[config.mk]
export PLATFORM = sky130hd
export DESIGN_NAME = key_bank_loader
export DESIGN_NICKNAME = d
export VERILOG_FILES = /design/src/rtl/key_bank_loader.sv
export SDC_FILE = /design/constraint.sdc
export NUM_CORES = 1
export LEC_CHECK = 0
export ABC_AREA = 1
export BUFFER_PORTS_ARGS = -buffer_cell sky130_fd_sc_hd__buf_2
export CAP_MARGIN = 25
export CORE_MARGIN = 2
export CORE_UTILIZATION = 54
export DETAILED_ROUTE_END_ITERATION = 10
export PLACE_DENSITY = 0.89
export SETUP_SLACK_MARGIN = 0.15
export SKIP_LAST_GASP = 1
export SLEW_MARGIN = 0
export SYNTH_ARGS = -nofsm -noshare
export SYNTH_HDL_FRONTEND = slang
export SYNTH_SLANG_ARGS = --single-unit
[constraint.sdc]
create_clock -name clk -period 2.32 [get_ports clk]
set_input_delay 0.116 -clock clk [delete_from_list [all_inputs] [get_ports clk]]
set_output_delay 0.116 -clock clk [all_outputs]
set_load 0.005 [all_outputs]
[src/rtl/key_bank_loader.sv]
// Key bank loader: captures NUM_KEYS key words that arrive as qualified beats, then locks
// the set. It flags interrupted loads, idle timeouts and overwrite attempts as errors.
module key_bank_loader #(
   parameter int unsigned KEY_W    = 64,
   parameter int unsigned NUM_KEYS = 3,
   parameter int unsigned TIMEOUT  = 255
) (
   input  logic                          clk,
   input  logic                          rst,
   input  logic [KEY_W-1:0]              data_in,
   input  logic                          key_config,
   input  logic                          in_valid,
   input  logic                          clear,
   output logic                          rdy,
   output logic [NUM_KEYS*KEY_W-1:0]     key_out,
   output logic                          keys_valid,
   output logic [$clog2(NUM_KEYS+1)-1:0] key_idx,
   output logic                          done,
   output logic                          error
);

   localparam int unsigned IDX_W = $clog2(NUM_KEYS + 1);
   localparam int unsigned CNT_W = (TIMEOUT > 0) ? $clog2(TIMEOUT + 1) : 1;
   localparam logic [IDX_W-1:0] LAST_IDX = IDX_W'(NUM_KEYS - 1);
   // The cycle that would bring the idle counter up to TIMEOUT is the one that errors out.
   localparam logic [CNT_W-1:0] CNT_LAST = CNT_W'(TIMEOUT - 1);

   typedef enum logic [1:0] {StIdle, StLoad, StLocked, StErr} state_e;

   state_e                      r_state;
   logic [NUM_KEYS*KEY_W-1:0]   r_bank;
   logic [IDX_W-1:0]            r_idx;
   logic [CNT_W-1:0]            r_idle_cnt;
   logic                        r_done;
   logic                        r_error;

   state_e                      w_state_d;
   logic [IDX_W-1:0]            w_idx_d;
   logic [CNT_W-1:0]            w_cnt_d;
   logic                        w_done_d;
   logic                        w_error_d;
   logic                        w_key_we;
   logic                        w_accept;

   assign rdy        = (r_state == StIdle) || (r_state == StLoad);
   assign keys_valid = (r_state == StLocked);
   assign key_out    = r_bank;
   assign key_idx    = r_idx;
   assign done       = r_done;
   assign error      = r_error;
   assign w_accept   = rdy && in_valid && key_config;

   // Next-state and control: clear overrides everything, including a beat in the same cycle.
   always_comb begin
      w_state_d = r_state;
      w_idx_d   = r_idx;
      w_cnt_d   = r_idle_cnt;
      w_done_d  = 1'b0;
      w_error_d = r_error;
      w_key_we  = 1'b0;
      if (clear) begin
         w_state_d = StIdle;
         w_idx_d   = '0;
         w_cnt_d   = '0;
         w_error_d = 1'b0;
      end else begin
         unique case (r_state)
            StIdle: begin
               if (w_accept) begin
                  w_key_we  = 1'b1;
                  w_idx_d   = r_idx + 1'b1;
                  w_cnt_d   = '0;
                  w_state_d = (NUM_KEYS == 1) ? StLocked : StLoad;
                  w_done_d  = (NUM_KEYS == 1);
               end
            end
            StLoad: begin
               if (w_accept) begin
                  w_key_we = 1'b1;
                  w_idx_d  = r_idx + 1'b1;
                  w_cnt_d  = '0;
                  if (r_idx == LAST_IDX) begin
                     w_state_d = StLocked;
                     w_done_d  = 1'b1;
                  end
               end else if (in_valid) begin
                  // Non-key traffic in the middle of a load aborts it.
                  w_state_d = StErr;
                  w_error_d = 1'b1;
               end else begin
                  w_cnt_d = r_idle_cnt + 1'b1;
                  if (r_idle_cnt == CNT_LAST) begin
                     w_state_d = StErr;
                     w_error_d = 1'b1;
                  end
               end
            end
            StLocked: begin
               // Overwrite attempt: flag it, keep the set.
               if (in_valid && key_config) begin
                  w_error_d = 1'b1;
               end
            end
            StErr: begin
               w_error_d = 1'b1;
            end
         endcase
      end
   end

   // State registers and key bank; rst has priority over clear and beats.
   always_ff @(posedge clk) begin
      if (rst) begin
         r_state    <= StIdle;
         r_bank     <= '0;
         r_idx      <= '0;
         r_idle_cnt <= '0;
         r_done     <= 1'b0;
         r_error    <= 1'b0;
      end else begin
         r_state    <= w_state_d;
         r_idx      <= w_idx_d;
         r_idle_cnt <= w_cnt_d;
         r_done     <= w_done_d;
         r_error    <= w_error_d;
         if (clear) begin
            r_bank <= '0;
         end else if (w_key_we) begin
            for (int unsigned k = 0; k < NUM_KEYS; k++) begin
               if (r_idx == IDX_W'(k)) begin
                  r_bank[k*KEY_W +: KEY_W] <= data_in;
               end
            end
         end
      end
   end

endmodule

==> impl_metrics.toml, run 1 <==
[clock_network]
clock_latency_ns = 0.48
postCtsSetupRepairBufs = 0
cts.clk_slew.worst_paths_ns = 0.06
holdBufCountCts = 65
clockBufferDepth = 3
cts_root_buffer = "clkbuf_16"
numCtsBuffers = 21
ctsResizeCount = 0
cts.sinks = 206
ctsHtreeMaxLevel = 1
cts_tree = "built"

[logic_synthesis]
synth_seq_cells = 206
synth_top_family_by_area = "compound AO/OA/AOI/OAI gates"
synth_compound_area_frac = 0.258
synth_area_leaders = "dfxtp_1 (53%), a21oi_1 (13%), o21ai_1 (11%)"
synth_cell_types = 19
synth_seq_area_share = 0.528
yosys-mux-area-fraction = 0
syn_area_mm2 = 0.00781
synth_area_per_cell_um2 = 8.23
syn_inst = 948
synthesis.nets = 1022
yosys_warnings = 0
synth_top_area_frac = 0.528
synth-simple-area-share = 0.0330
synth_fa_ha_area_frac = 0.00801
synth_xor_area_frac = 0
yosys.area.top_type = "dfxtp_1"

[global_routing]
gr-total-overflow = 0
antenna_found_initial = 0
grt_pass1_vias = 7183
grt.met1_usage = 0.320
use_met3 = 0.0542
track_usage = 0.276
grt_max_degree = 77
busiest_layer = "met2"
grt_pass1_wl_mm = 35.6
grtUsageMet2 = 0.495

[sta]
setup_viol = 0
rsz0062_at_grt = "no"
skew_ns = 0.00693
fin_crit_ns = 1.82
tightest_slew_ns = 0.617
max_freq_mhz = 549
finalCritPeriodShare = 0.785
hold_viol = 0
max_slew_margin = 0.588
finalSetupTns_ns = 0
slew_viol_final = 0

[power]
p_leak_nw = 4.31
vdd_ir_drop_max_mv = 0.607
p_per_area_mw_per_mm2 = 722

[worst_setup_path]
rr_worst_depth = 7
start_kind = "flop"
critical_path_arrival_ns = 2.18
end_kind = "flop"
worst-setup-path-type = "reg -> reg"
r2r_end = "key_out[60]"
r2r_setup_slack_ns = 0.50
worstPathMaxFanout = 60
worstSetupStartpoint = "r_state[1]"
regToRegStartpoint = "r_state[1]"
required_ns = 2.68

[worst_hold_path]
holdPathStages = 3
min_from = "in_valid"
hold_class = "in -> reg"
hold_end = "key_idx[0]"

[final_layout]
fin_util = 0.739
antenna_cells = 0
drive_gt1_frac = 0.249
regArea_mm2 = 0.00412
fill_cells = 980
syn2layout_area_growth_pct = 32.5
final_nets = 1324
multi_input_area_mm2 = 0.00237

[placed_design]
place_congestion = 0.869
portBuffers = 266
hpwl_mm = 13.2

[floorplan]
die_h_um = 124
row_count = 43
die_w_um = 124
io_pins = 267
coreArea_mm2 = 0.0140
die_area_mm2 = 0.0154
start_util = 0.558

[routing]
routed_wl_mm = 22.4
drtIter0Drc = 636
drc = 0
ant_nets = 0
routedWlPerCell_um = 15.6
via_per_inst = 5.16
dr_total_vias = 7439
firstDrtPassIters = 5

[flow_run]
drv_cap = 0

[outcome]
outcome = "completed"
[registers in the layout, summed over array words and instances, names as in the netlist]
register / count
key_idx: 2
done: 1
r_idle_cnt: 8
r_state: 2
key_out: 192
error: 1
[cells by family after synthesis]
logic type	after synthesis
compound gates	402
fa+ha+maj	5
buf+inv	279
flops	206
simple gates	56
[report_power, final]
| group | total, W | internal, W | switching (W) |
|---|---|---|---|
| logic | 0.000503 | 0.000219 | 0.000284 |
| registers | 0.00359 | 0.00357 | 0.0000208 |
| clock network | 0.00337 | 0.00205 | 0.00132 |
[worst max-delay path, cell delays in order, from the launching register on]
cell	delay, ns
dfxtp_1	0.32
inv_2	0.12
nand3_4	0.13
inv_2	0.17
nand3_4	0.31
buf_12	0.31
o21ai_0	0.24
a21oi_1	0.07
[routing by layer]
metal	vias to the layer above	wire, um
li1	3653	-
met1	3371	8640
met2	327	11300
met3	88	1440
met4	0	1040
met5	-	0
[stage by stage]
step | instance area [um2] | instances | power, W | worst slack [ns] | hold WS (ns)
2_1_floorplan | 7810 | 948 | 0.00389 | 1.07 | 0.289
3_3_place_gp | 9010 | 1342 | 0.00405 | 0.688 | 0.407
3_5_place_dp | 9010 | 1342 | 0.00406 | 0.617 | 0.414
4_1_cts | 10300 | 1443 | 0.00749 | 0.584 | 0.00867
5_1_grt | 10300 | 1443 | 0.00771 | 0.339 | 0.0452
6_report | 10300 | 1443 | 0.00747 | 0.499 | 0.0301
[cell type report]
type / instances / area share
Sequential cell: 206 / 0.399
Multi-Input combinational cell: 463 / 0.229
Timing Repair Buffer: 343 / 0.206
Inverter: 215 / 0.0780
Clock buffer: 33 / 0.0600
Tap cell: 180 / 0.0218
Clock inverter: 3 / 0.00629
[cells in the mapped netlist]
master      n
inv_1     213
dfxtp_1   206
a21oi_1   204
o21ai_1   169
buf_6      39
nand2_1    27
o21ai_0    27
clkbuf_1   20
nor2_1     15
nand3_1     8
buf_2       5
ha_1        5
nand3_2     3
inv_2       2
nand2_2     1
nand3_4     1
nand4_1     1
o211ai_1    1
o22ai_1     1
[how the worst max path moves through the flow]
stage / endpoint / cells after the start / slack [ns]
after global placement: key_out[31] / 7 / 0.69
after floorplan: key_out[138] / 7 / 1.07
after CTS: key_out[34] / 7 / 0.58
final: key_out[60] / 7 / 0.50
after detailed placement: key_out[28] / 7 / 0.62
after global routing: key_out[60] / 7 / 0.34
[cells in the final DEF (no fill, tap or decap), types with 2 or more instances in the layout]
cell type	instances
buf_2	266
inv_1	213
dfxtp_1	206
a21oi_1	204
o21ai_1	169
dlygate4sd3_1	65
o21ai_0	27
nand2_1	27
clkbuf_16	21
nor2_1	14
nand3_1	8
clkbuf_1	7
buf_4	7
ha_1	5
clkbuf_8	5
buf_12	5
nand3_4	4
inv_2	2
bufinv_16	2
(Power assumes the default switching activity.)
==> run 2, diff against run 1 <==
--- a/config.mk
+++ b/config.mk
@@ -9,9 +9,9 @@
 export BUFFER_PORTS_ARGS = -buffer_cell sky130_fd_sc_hd__buf_2
 export CAP_MARGIN = 25
 export CORE_MARGIN = 2
-export CORE_UTILIZATION = 54
+export CORE_UTILIZATION = 45
 export DETAILED_ROUTE_END_ITERATION = 10
-export PLACE_DENSITY = 0.89
+export PLACE_DENSITY = 0.8
 export SETUP_SLACK_MARGIN = 0.15
 export SKIP_LAST_GASP = 1
 export SLEW_MARGIN = 0
==> constraint.sdc (replaced) <==
create_clock -name clk -period 1.5 [get_ports clk]
set_input_delay 0.075 -clock clk [delete_from_list [all_inputs] [get_ports clk]]
set_output_delay 0.075 -clock clk [all_outputs]
set_load 0.005 [all_outputs]
==> impl_metrics.toml, run 2 (synthesis results as in run 1) <==
[sta]
skew_ns = 0.00428
slew_viol_final = 0
setup_viol = 0
fin_crit_ns = 1.41
hold_viol = 0
tightest_slew_ns = 0.378
finalSetupTns_ns = 0
max_freq_mhz = 711
max_slew_margin = 0.746
rsz0062_at_grt = "yes"
finalCritPeriodShare = 0.938

[power]
p_total_w = 0.0118
vdd_ir_drop_max_mv = 0.854
seqPwrFrac = 0.471
clockPowerShare = 0.447
power_switching_share = 0.234
p_sw_w = 0.00276
p_per_area_mw_per_mm2 = 995
power_frac_comb = 0.082
cellInternalPower_w = 0.00904
p_leak_nw = 4.82

[routing]
via_per_inst = 5.22
dr_total_vias = 7980
ant_nets = 0
routed_wl_mm = 26.8
drc = 0
drtIter0Drc = 453
routedWlPerCell_um = 17.5
firstDrtPassIters = 4

[placed_design]
dp.cells = 1391
place_congestion = 0.835
portBuffers = 266
hpwl_mm = 13.6
place_area_mm2 = 0.00918

[worst_setup_path]
end_kind = "flop"
r2r_end = "key_out[99]"
worstSetupStartpoint = "key_idx[1]"
worstPathMaxFanout = 7
start_kind = "flop"
critical_path.endpoint = "key_out[99]"
critical_path_arrival_ns = 1.79
worst-setup-path-type = "reg -> reg"
cp_slowest_cell = "dfxtp_4"
slowest_delay_ns = 0.37
required_ns = 1.88
crit_path_frequent_cell = "buf_12"
path_cells = "inv_4 > ha_4 > nand3_4 > buf_12 > buf_12 > clkbuf_16 > o21ai_1 > a21oi_1"
r2r_setup_slack_ns = 0.09
rr_worst_depth = 8
regToRegStartpoint = "key_idx[1]"

[final_layout]
final_nets = 1365
largest_reg_flops = 192
drive_gt1_frac = 0.373
fill_cells = 1229
layout_commonest_cell = "buf_2"
finalNonFillerCells = 1530
design_area_mm2 = 0.0119
syn2layout_area_growth_pct = 51.9
antenna_cells = 0
layout_common_cells = "buf_2 (266), inv_1 (211), dfxtp_1 (202)"

[clock_network]
cts_tree = "built"
clockBufferDepth = 3
clock_latency_ns = 0.49
cts_root_buffer = "clkbuf_16"
numCtsBuffers = 22
cts.sinks = 206
cts.clk_slew.worst_paths_ns = 0.06
ctsHtreeMaxLevel = 1

[flow_run]
drv_cap = 0

[floorplan]
row_count = 48
coreArea_mm2 = 0.0171
die_area_mm2 = 0.0184
start_util = 0.456
io_pins = 267
die_h_um = 136
die_w_um = 136

[worst_hold_path]
holdPathStages = 5
hold_class = "in -> reg"

[global_routing]
grt_max_degree = 84
grt_pass1_wl_mm = 36.3
track_usage = 0.244
grt_pass1_vias = 7218
gr-total-overflow = 0
antenna_found_initial = 0

[outcome]
outcome = "completed"
## run 2: worst min path at each step
stage / from / to / slack, ns
after floorplan: data_in[57] / key_out[121] / 0.25
after global placement: data_in[52] / key_out[180] / 0.37
after detailed placement: data_in[57] / key_out[121] / 0.38
after CTS: in_valid / error / 0.009
after global routing: rst / key_out[54] / 0.04
final: rst / key_out[182] / 0.03
## run 2: layout make-up
type	instances	area [um2]	area share
Sequential cell	206	4130	0.349
Timing Repair Buffer	383	2980	0.252
Multi-Input combinational cell	463	2930	0.247
Inverter	215	820	0.0691
Clock buffer	32	669	0.0564
Tap cell	225	282	0.0237
Clock inverter	6	38.8	0.00327
## run 2: critical path: cells and delay by family (launching register included)
kind            cells  cell delay, ns
compound gates      2            0.18
buf+inv             4            0.52
simple gates        1            0.09
flops               1            0.37
fa+ha+maj           1            0.13
## run 2: timing repair
action	4_1_cts	5_1_grt
cloned	8	13
gates resized for setup	44	129
endpoints found under the setup margin	137	204
endpoints found under the hold margin	193	0
pin swaps	2	36
hold buffers	65	0
buffers inserted	11	4
## run 2: metal layers
metal	share of wire	global-route usage
met5	0	0
met3	0.070	0.0460
met1	0.40	0.296
met2	0.49	0.416
met4	0.047	0.118
## run 2: metrics by stage
step	util	setup slack (ns)	hold WS, ns
final	0.693	0.0937	0.0286
after detailed placement	0.536	0.0689	0.379
after global placement	0.536	0.106	0.366
after floorplan	-	0.254	0.248
after global routing	0.693	0.0393	0.0386
after CTS	0.645	0.126	0.00914
## run 2: power groups by stage
stage / Combinational [W] / Clock (W) / Sequential (W)
after floorplan: 0.000345 / 0 / 0.00568
after global placement: 0.000624 / 0 / 0.00567
after detailed placement: 0.000632 / 0 / 0.00568
after CTS: 0.000830 / 0.00536 / 0.00555
after global routing: 0.00104 / 0.00556 / 0.00556
final: 0.000964 / 0.00528 / 0.00556
